===== src/rtl/multi_channel_frequency_manager_if.sv =====
// Pixel stream, control pulses and register-write port of the multi-channel frequency manager.
// The master drives the stream and pulses; the slave is the manager itself.
interface multi_channel_frequency_manager_if;
    logic [7:0]  data;
    logic        pixel_valid;
    logic        line_start;
    logic        start;
    logic        stop;
    logic        clear;
    logic        irq;
    logic        busy;
    logic [1:0]  register_operation;
    logic [7:0]  register_number;
    logic [31:0] register_write;

    modport master (
        output data, pixel_valid, line_start, start, stop, clear,
        input  irq, busy, register_operation, register_number, register_write
    );

    modport slave (
        input  data, pixel_valid, line_start, start, stop, clear,
        output irq, busy, register_operation, register_number, register_write
    );
endinterface


===== src/rtl/multi_channel_frequency_manager.sv =====
// Watches CHANNELS pixel positions of a video line, measures on/off periods per pixel,
// classifies them as F0/F1/unknown and dumps the counters over a register-write port.
module multi_channel_frequency_manager #(
    parameter int                            CHANNELS      = 4,
    parameter int                            INDEX_WIDTH   = 10,
    parameter logic [CHANNELS*INDEX_WIDTH-1:0] PIXEL_INDICES = {10'd1023, 10'd511, 10'd255, 10'd63},
    parameter logic [7:0]                    THRESHOLD     = 8'hE0,
    parameter logic [CHANNELS*32-1:0]        PERIOD0       = {4{32'd10000}},
    parameter logic [CHANNELS*32-1:0]        PERIOD1       = {4{32'd5000}},
    parameter logic [31:0]                   DEVIATION     = 32'd30,
    parameter int                            COUNTER_WIDTH = 32,
    parameter int                            WRITE_HOLD    = 4
) (
    input logic                               clock,
    input logic                               reset,
    multi_channel_frequency_manager_if.slave  bus
);

    localparam int LAST_REG = 3 * CHANNELS + 1;
    localparam int HOLD_W   = (WRITE_HOLD > 1) ? $clog2(WRITE_HOLD) : 1;
    localparam logic [HOLD_W-1:0]        HOLD_LAST = HOLD_W'(WRITE_HOLD - 1);
    localparam logic [COUNTER_WIDTH-1:0] CNT_MAX   = '1;

    typedef enum logic [1:0] {
        IDLE = 2'd0,
        RUN  = 2'd1,
        DUMP = 2'd2,
        DONE = 2'd3
    } state_t;

    state_t                   state_r;
    logic [7:0]               slot_r;
    logic [HOLD_W-1:0]        hold_r;
    logic                     irq_r;
    logic                     busy_r;
    logic [1:0]               op_r;
    logic [7:0]               num_r;
    logic [31:0]              wr_r;

    logic [INDEX_WIDTH-1:0]   col_r;
    logic [INDEX_WIDTH-1:0]   eff_col_s;
    logic                     run_s;
    logic                     start_run_s;
    logic [7:0]               next_reg_s;
    logic [31:0]              dump_word_s;

    logic [CHANNELS-1:0]      sample_r;
    logic [CHANNELS-1:0]      sample_d_r;
    logic [CHANNELS-1:0]      armed_r;
    logic [CHANNELS-1:0]      sat_r;
    logic [CHANNELS-1:0]      edge_s;
    logic [CHANNELS-1:0]      measure_s;
    logic [CHANNELS-1:0]      hit0_s;
    logic [CHANNELS-1:0]      hit1_s;
    logic [CHANNELS-1:0]      sat_nxt_s;
    logic [31:0]              period_r  [CHANNELS];
    logic [COUNTER_WIDTH-1:0] f0_r      [CHANNELS];
    logic [COUNTER_WIDTH-1:0] f1_r      [CHANNELS];
    logic [COUNTER_WIDTH-1:0] unk_r     [CHANNELS];
    logic [COUNTER_WIDTH-1:0] f0_nxt_s  [CHANNELS];
    logic [COUNTER_WIDTH-1:0] f1_nxt_s  [CHANNELS];
    logic [COUNTER_WIDTH-1:0] unk_nxt_s [CHANNELS];

    function automatic logic in_window(input logic [31:0] p, input logic [31:0] target);
        logic [31:0] diff;
        diff = (p >= target) ? (p - target) : (target - p);
        return diff <= DEVIATION;
    endfunction

    function automatic logic [COUNTER_WIDTH-1:0] sat_inc(input logic [COUNTER_WIDTH-1:0] v);
        return (v == CNT_MAX) ? v : v + COUNTER_WIDTH'(1);
    endfunction

    assign bus.irq                = irq_r;
    assign bus.busy               = busy_r;
    assign bus.register_operation = op_r;
    assign bus.register_number    = num_r;
    assign bus.register_write     = wr_r;

    // Control qualifiers shared by the datapath and the sequencer
    always_comb begin
        run_s       = (state_r == RUN);
        start_run_s = bus.start && ((state_r == IDLE) || (state_r == DONE));
        eff_col_s   = bus.line_start ? '0 : col_r;
        next_reg_s  = (state_r == DUMP) ? (slot_r + 8'd1) : 8'd1;
    end

    // Column position within the current line
    always_ff @(posedge clock) begin
        if (reset) begin
            col_r <= '0;
        end else if (bus.pixel_valid) begin
            col_r <= bus.line_start ? INDEX_WIDTH'(1) : (col_r + INDEX_WIDTH'(1));
        end else begin
            col_r <= col_r;
        end
    end

    // Classify each armed edge; F0 is tested first so it wins overlapping windows
    always_comb begin
        for (int c = 0; c < CHANNELS; c++) begin
            edge_s[c]    = sample_r[c] & ~sample_d_r[c];
            measure_s[c] = run_s & edge_s[c] & armed_r[c];
            hit0_s[c]    = in_window(period_r[c], PERIOD0[c*32 +: 32]);
            hit1_s[c]    = ~hit0_s[c] & in_window(period_r[c], PERIOD1[c*32 +: 32]);
            f0_nxt_s[c]  = (measure_s[c] & hit0_s[c]) ? sat_inc(f0_r[c]) : f0_r[c];
            f1_nxt_s[c]  = (measure_s[c] & hit1_s[c]) ? sat_inc(f1_r[c]) : f1_r[c];
            unk_nxt_s[c] = (measure_s[c] & ~hit0_s[c] & ~hit1_s[c]) ? sat_inc(unk_r[c]) : unk_r[c];
            sat_nxt_s[c] = sat_r[c] | (measure_s[c] & (
                               (hit0_s[c] & (f0_r[c] == CNT_MAX)) |
                               (hit1_s[c] & (f1_r[c] == CNT_MAX)) |
                               (~hit0_s[c] & ~hit1_s[c] & (unk_r[c] == CNT_MAX))));
        end
    end

    // Per-channel sampling, period timing and class counters; frozen outside RUN
    always_ff @(posedge clock) begin
        if (reset || start_run_s) begin
            sample_r   <= '0;
            sample_d_r <= '0;
            armed_r    <= '0;
            sat_r      <= '0;
            for (int c = 0; c < CHANNELS; c++) begin
                period_r[c] <= 32'd0;
                f0_r[c]     <= '0;
                f1_r[c]     <= '0;
                unk_r[c]    <= '0;
            end
        end else if (run_s) begin
            sample_d_r <= sample_r;
            sat_r      <= sat_nxt_s;
            for (int c = 0; c < CHANNELS; c++) begin
                if (bus.pixel_valid && (eff_col_s == PIXEL_INDICES[c*INDEX_WIDTH +: INDEX_WIDTH])) begin
                    sample_r[c] <= (bus.data >= THRESHOLD);
                end
                if (edge_s[c]) begin
                    period_r[c] <= 32'd1;
                    armed_r[c]  <= 1'b1;
                end else if (period_r[c] != 32'hFFFF_FFFF) begin
                    period_r[c] <= period_r[c] + 32'd1;
                end
                f0_r[c]  <= f0_nxt_s[c];
                f1_r[c]  <= f1_nxt_s[c];
                unk_r[c] <= unk_nxt_s[c];
            end
        end
    end

    // Register-map lookup for the slot about to be issued (next-state values so a
    // classification landing on the stop cycle is not lost)
    always_comb begin
        dump_word_s = 32'd0;
        for (int c = 0; c < CHANNELS; c++) begin
            if (next_reg_s == 8'(3*c + 1)) begin
                dump_word_s = 32'(f0_nxt_s[c]);
            end else if (next_reg_s == 8'(3*c + 2)) begin
                dump_word_s = 32'(f1_nxt_s[c]);
            end else if (next_reg_s == 8'(3*c + 3)) begin
                dump_word_s = 32'(unk_nxt_s[c]);
            end else begin
                dump_word_s = dump_word_s;
            end
        end
        if (next_reg_s == 8'(LAST_REG)) begin
            dump_word_s = 32'(sat_nxt_s);
        end else begin
            dump_word_s = dump_word_s;
        end
    end

    // Control state machine and registered write port
    always_ff @(posedge clock) begin
        if (reset) begin
            state_r <= IDLE;
            slot_r  <= 8'd0;
            hold_r  <= '0;
            irq_r   <= 1'b0;
            busy_r  <= 1'b0;
            op_r    <= 2'd0;
            num_r   <= 8'd0;
            wr_r    <= 32'd0;
        end else begin
            op_r  <= 2'd0;
            num_r <= 8'd0;
            wr_r  <= 32'd0;
            case (state_r)
                IDLE: begin
                    if (bus.start) begin
                        state_r <= RUN;
                        busy_r  <= 1'b1;
                    end
                end
                RUN: begin
                    if (bus.stop) begin
                        state_r <= DUMP;
                        slot_r  <= 8'd1;
                        hold_r  <= '0;
                        op_r    <= 2'd2;
                        num_r   <= next_reg_s;
                        wr_r    <= dump_word_s;
                    end
                end
                DUMP: begin
                    if (hold_r != HOLD_LAST) begin
                        hold_r <= hold_r + HOLD_W'(1);
                    end else if (slot_r == 8'(LAST_REG)) begin
                        state_r <= DONE;
                        busy_r  <= 1'b0;
                        irq_r   <= 1'b1;
                    end else begin
                        slot_r <= next_reg_s;
                        hold_r <= '0;
                        op_r   <= 2'd2;
                        num_r  <= next_reg_s;
                        wr_r   <= dump_word_s;
                    end
                end
                DONE: begin
                    if (bus.start) begin
                        state_r <= RUN;
                        irq_r   <= 1'b0;
                        busy_r  <= 1'b1;
                    end else if (bus.clear) begin
                        state_r <= IDLE;
                        irq_r   <= 1'b0;
                    end
                end
                default: begin
                    state_r <= IDLE;
                    irq_r   <= 1'b0;
                    busy_r  <= 1'b0;
                end
            endcase
        end
    end

endmodule


===== src/flat_wrapper.sv =====
// flat-port wrapper written by rule: the top's interface ports become plain ports
module multi_channel_frequency_manager_flat 
#(
    parameter int                            CHANNELS      = 4,
    parameter int                            INDEX_WIDTH   = 10,
    parameter logic [CHANNELS*INDEX_WIDTH-1:0] PIXEL_INDICES = {10'd1023, 10'd511, 10'd255, 10'd63},
    parameter logic [7:0]                    THRESHOLD     = 8'hE0,
    parameter logic [CHANNELS*32-1:0]        PERIOD0       = {4{32'd10000}},
    parameter logic [CHANNELS*32-1:0]        PERIOD1       = {4{32'd5000}},
    parameter logic [31:0]                   DEVIATION     = 32'd30,
    parameter int                            COUNTER_WIDTH = 32,
    parameter int                            WRITE_HOLD    = 4
)
  (clock, reset, bus_data, bus_pixel_valid, bus_line_start, bus_start, bus_stop, bus_clear, bus_irq, bus_busy, bus_register_operation, bus_register_number, bus_register_write);
  multi_channel_frequency_manager_if bus_i ();
  input logic clock;
  input logic reset;
  input wire logic [$bits(bus_i.data)-1:0] bus_data;
  input wire logic [$bits(bus_i.pixel_valid)-1:0] bus_pixel_valid;
  input wire logic [$bits(bus_i.line_start)-1:0] bus_line_start;
  input wire logic [$bits(bus_i.start)-1:0] bus_start;
  input wire logic [$bits(bus_i.stop)-1:0] bus_stop;
  input wire logic [$bits(bus_i.clear)-1:0] bus_clear;
  output wire logic [$bits(bus_i.irq)-1:0] bus_irq;
  output wire logic [$bits(bus_i.busy)-1:0] bus_busy;
  output wire logic [$bits(bus_i.register_operation)-1:0] bus_register_operation;
  output wire logic [$bits(bus_i.register_number)-1:0] bus_register_number;
  output wire logic [$bits(bus_i.register_write)-1:0] bus_register_write;
  assign bus_i.data = bus_data;
  assign bus_i.pixel_valid = bus_pixel_valid;
  assign bus_i.line_start = bus_line_start;
  assign bus_i.start = bus_start;
  assign bus_i.stop = bus_stop;
  assign bus_i.clear = bus_clear;
  assign bus_irq = bus_i.irq;
  assign bus_busy = bus_i.busy;
  assign bus_register_operation = bus_i.register_operation;
  assign bus_register_number = bus_i.register_number;
  assign bus_register_write = bus_i.register_write;
  multi_channel_frequency_manager #(.CHANNELS(CHANNELS), .INDEX_WIDTH(INDEX_WIDTH), .PIXEL_INDICES(PIXEL_INDICES), .THRESHOLD(THRESHOLD), .PERIOD0(PERIOD0), .PERIOD1(PERIOD1), .DEVIATION(DEVIATION), .COUNTER_WIDTH(COUNTER_WIDTH), .WRITE_HOLD(WRITE_HOLD)) u_core (.clock(clock), .reset(reset), .bus(bus_i));
endmodule

===== config.mk =====
export PLATFORM = sky130hd
export DESIGN_NAME = multi_channel_frequency_manager_flat
export DESIGN_NICKNAME = d
export VERILOG_FILES = /design/src/rtl/multi_channel_frequency_manager_if.sv /design/src/rtl/multi_channel_frequency_manager.sv /design/src/flat_wrapper.sv
export SDC_FILE = /design/constraint.sdc
export NUM_CORES = 2
export LEC_CHECK = 0
export BUFFER_PORTS_ARGS = -buffer_cell sky130_fd_sc_hd__clkbuf_2
export CAP_MARGIN = 5
export CORE_MARGIN = 1.5
export CORE_UTILIZATION = 60
export CTS_BUF_LIST = sky130_fd_sc_hd__clkbuf_8
export CTS_CLUSTER_DIAMETER = 150
export DETAILED_ROUTE_END_ITERATION = 7
export GPL_ROUTABILITY_DRIVEN = 0
export HOLD_SLACK_MARGIN = 0.05
export PLACE_DENSITY_LB_ADDON = 0.08
export SLEW_MARGIN = 20
export SYNTH_ARGS = -nofsm -noshare
export SYNTH_HDL_FRONTEND = slang
export SYNTH_SLANG_ARGS = --single-unit

===== constraint.sdc =====
create_clock -name clock -period 16.5 [get_ports clock]
set_clock_uncertainty 0.2 [all_clocks]
set_input_delay 1.65 -clock clock [delete_from_list [all_inputs] [get_ports clock]]
set_output_delay 1.65 -clock clock [all_outputs]
set_load 0.005 [all_outputs]

==> metrics.cfg <==
[status]
run_status = completed

[synthesis]
synth_warnings = 0
synth_top_cell_by_area = edfxtp_1
syn_area_per_cell_um2 = 8.61
synth_area_leaders = edfxtp_1 (35%), nor2_1 (7.1%), xor2_1 (5.4%)
synth_most_common_cell = nor2_1
ys_async_sr_fraction = 0
seq_area_frac_synth = 0.385
syn_inst = 5130
ys_seq_elements = 593
synth_nets = 5213
synth.distinct_cells = 115
synth_enable_flop_cells = 512
netlist.area_leader.share = 0.348
synthFlopType = edfxtp_1
netlist_top_cells_count = nor2_1 (830), edfxtp_1 (512), nand2_1 (353)
synthesis.area_um2 = 44200

[critical_path]
path_cells = inv_1 -> ha_1 -> nor3b_2 -> o211ai_1 -> nor3_2 -> nand4_1 -> a311oi_1 -> nand4_1 -> or4_1 -> o211a_1 -> and2_1 -> nand4_1 -> xor2_1 -> nor2_1 -> o311ai_0 -> a31oi_1
critPathKind = reg2reg
cp_num_cells = 16
endpoint_kind = flip-flop
worst_path_max_delay_cell = nor3_2
rr_worst_depth = 16
crit_required_ns = 16.88
slowest_delay_ns = 0.89
critPathTopFamily = simple AND/OR/NAND/NOR gates
path_max_fanout = 18
cp_common_cell = nand4_1
cp_num_buf_inv = 1
startpoint_type = flip-flop
arrival_ns = 7.76

[flow_run]
cap_viol_max_count = 0

[finish]
area_growth_pct = 6.36
fin_area_um2 = 47000
multi_input_area_um2 = 25500
drive_gt1_frac = 0.0770
nets = 5099
regArea_um2 = 17000
final_cells = 6065
num-fill-cells = 6201

[global_routing]
grt_max_degree = 203
grt_use_total = 0.367
grt-busiest-layer = met2
grt_remaining_overflow = 0
antenna_found_initial = 9
met2_usage = 0.540
grtUsageMet3 = 0.0776
met1_usage = 0.504
first_global_vias = 37000
grt_pass1_wl_um = 216000

[clocking]
cts_resized = 0
tritoncts = yes
cts.sinks = 593
clkLatencyLatePin_ns = 0.78
post_cts_buffers = 0
clockRootBuffer = clkbuf_8
h-tree-depth = 3
clk_pin_slew_ns = 0.07
cts_buffer_depth = 3
hold_buffers = 0
numCtsBuffers = 103

[worst_hold_path]
min_path_type = reg2reg
hold_depth = 2

[power]
pwr_density_cell_nw_per_um2 = 154
peakVddDrop_uv = 93.2
leakagePower_nw = 15.7
finalPower_mw = 7.24

[sta]
slew_headroom = 0.164
max_freq_ghz = 0.135
drv_slew = 0
period_minus_slack_ns = 7.38
rsz0062_at_grt = no
hold_violations = 0
postLayoutSetupSlackWorst_ns = 9.12
tightest_slew_ns = 1.24
tns_ns = 0
fin_crit_sh = 0.447
setup_viol = 0

[placed_design]
dpl_worst_slack_ns = 9.42
dpl_cell_area_um2 = 44800
port_buffers = 52
dp.cells = 5869
dpl.hpwl_um = 101000

[detailed_routing]
post_drt_wl_per_cell_um = 23.3
firstDrtPassIters = 7
dr.first_iter.drc_count = 6021
vias = 41200
drtAntennaViolNets = 0
drc_errors = 0
wirelength_um = 141000
vias_per_cell = 6.79

[die]
pin_count = 59
die_height_um = 274
core-area_um2 = 73000
initial_utilization = 0.605
die_x_um = 274
num_rows = 99
die_area_um2 = 75200

-- final timing paths --
path         slack [ns]                                        to                                 from
min reg2reg        0.28             u_core.hold_r[1]$_SDFFE_PP0P_        u_core.hold_r[1]$_SDFFE_PP0P_
max reg2reg        9.12  u_core.bus.register_write[14]$_SDFF_PP0_  u_core.period_r[1][4]$_SDFFCE_PN0P_
max                9.12  u_core.bus.register_write[14]$_SDFF_PP0_  u_core.period_r[1][4]$_SDFFCE_PN0P_
min                0.28             u_core.hold_r[1]$_SDFFE_PP0P_        u_core.hold_r[1]$_SDFFE_PP0P_
-- power by group --
| part | internal (mW) | leakage (nW) | switching, mW |
|---|---|---|---|
| Sequential | 2.24 | 6.35 | 0.725 |
| Clock | 0.756 | 1.24 | 0.678 |
| Combinational | 1.00 | 8.08 | 1.84 |
| Total | 4.00 | 15.7 | 3.24 |
-- kinds of logic (layout without fill, tap and decap cells) --
group                      after synthesis  in the layout  share of synthesized area
and+or+nand+nor                       2547           2547                      0.294
AOI/OAI and AO/OA                      890            890                      0.142
DFF                                    593            593                      0.385
xor gates and xnor gates               540            540                      0.107
buffers and inverters                  437            410                     0.0393
adders and majority gates               68             68                     0.0193
muxes                                   54             54                     0.0124
other                                    1              4                  0.0000849
-- state kept, by name, indices dropped and copies added, names as in the netlist, 2 cells and up --
name                        flops
u_core.armed_r                  4
u_core.bus.register_number      8
u_core.bus.register_write      32
u_core.col_r                   10
u_core.f0_r                   128
u_core.f1_r                   128
u_core.hold_r                   2
u_core.period_r               128
u_core.sample_d_r               4
u_core.sample_r                 4
u_core.sat_r                    4
u_core.slot_r                   8
u_core.state_r                  2
u_core.unk_r                  128
-- placed cells by master (no fill, tap or decap), types with 52 or more instances in the layout --
cell and n:
nor3_1 181, dfxtp_1 81, nor4_1 93, ha_1 68, nand3_1 268, or3_1 58
nor2b_1 58, nand4_1 207, xor2_1 271, clkbuf_8 118, xnor2_1 268, edfxtp_1 512
and2_1 56, nand2_1 352, and3_1 161, inv_1 144, a21oi_1 165, o21ai_0 167
clkbuf_2 52, nor2_1 827
-- area by class of cell --
cell class | instances | area share
tap | 959 | 0.0255
clock buffer | 118 | 0.0346
clock inverter | 74 | 0.0113
timing repair buffer | 105 | 0.0150
inverter | 113 | 0.00903
antenna | 3 | 0.000160
multi-input combinational | 4100 | 0.543
sequential | 593 | 0.362
-- through the flow --
step,util,hold slack [ns]
2_1_floorplan,-,0.222
3_3_place_gp,0.614,0.262
3_5_place_dp,0.614,0.267
4_1_cts,0.643,0.278
5_1_grt,0.644,0.310
6_report,0.644,0.278
-- per-layer routing --
layer  vias up  share of wire
met5         -        0.00058
met4         4          0.060
met3       428           0.11
met2      2564           0.43
met1     19400           0.40
li1      18800              -
-- worst min-delay path, stage by stage, from the launching register on --
cell	delay (ns)
dfxtp_1	0.32
nand2b_1	0.07
a21oi_1	0.05
(Power assumes the default switching activity.)
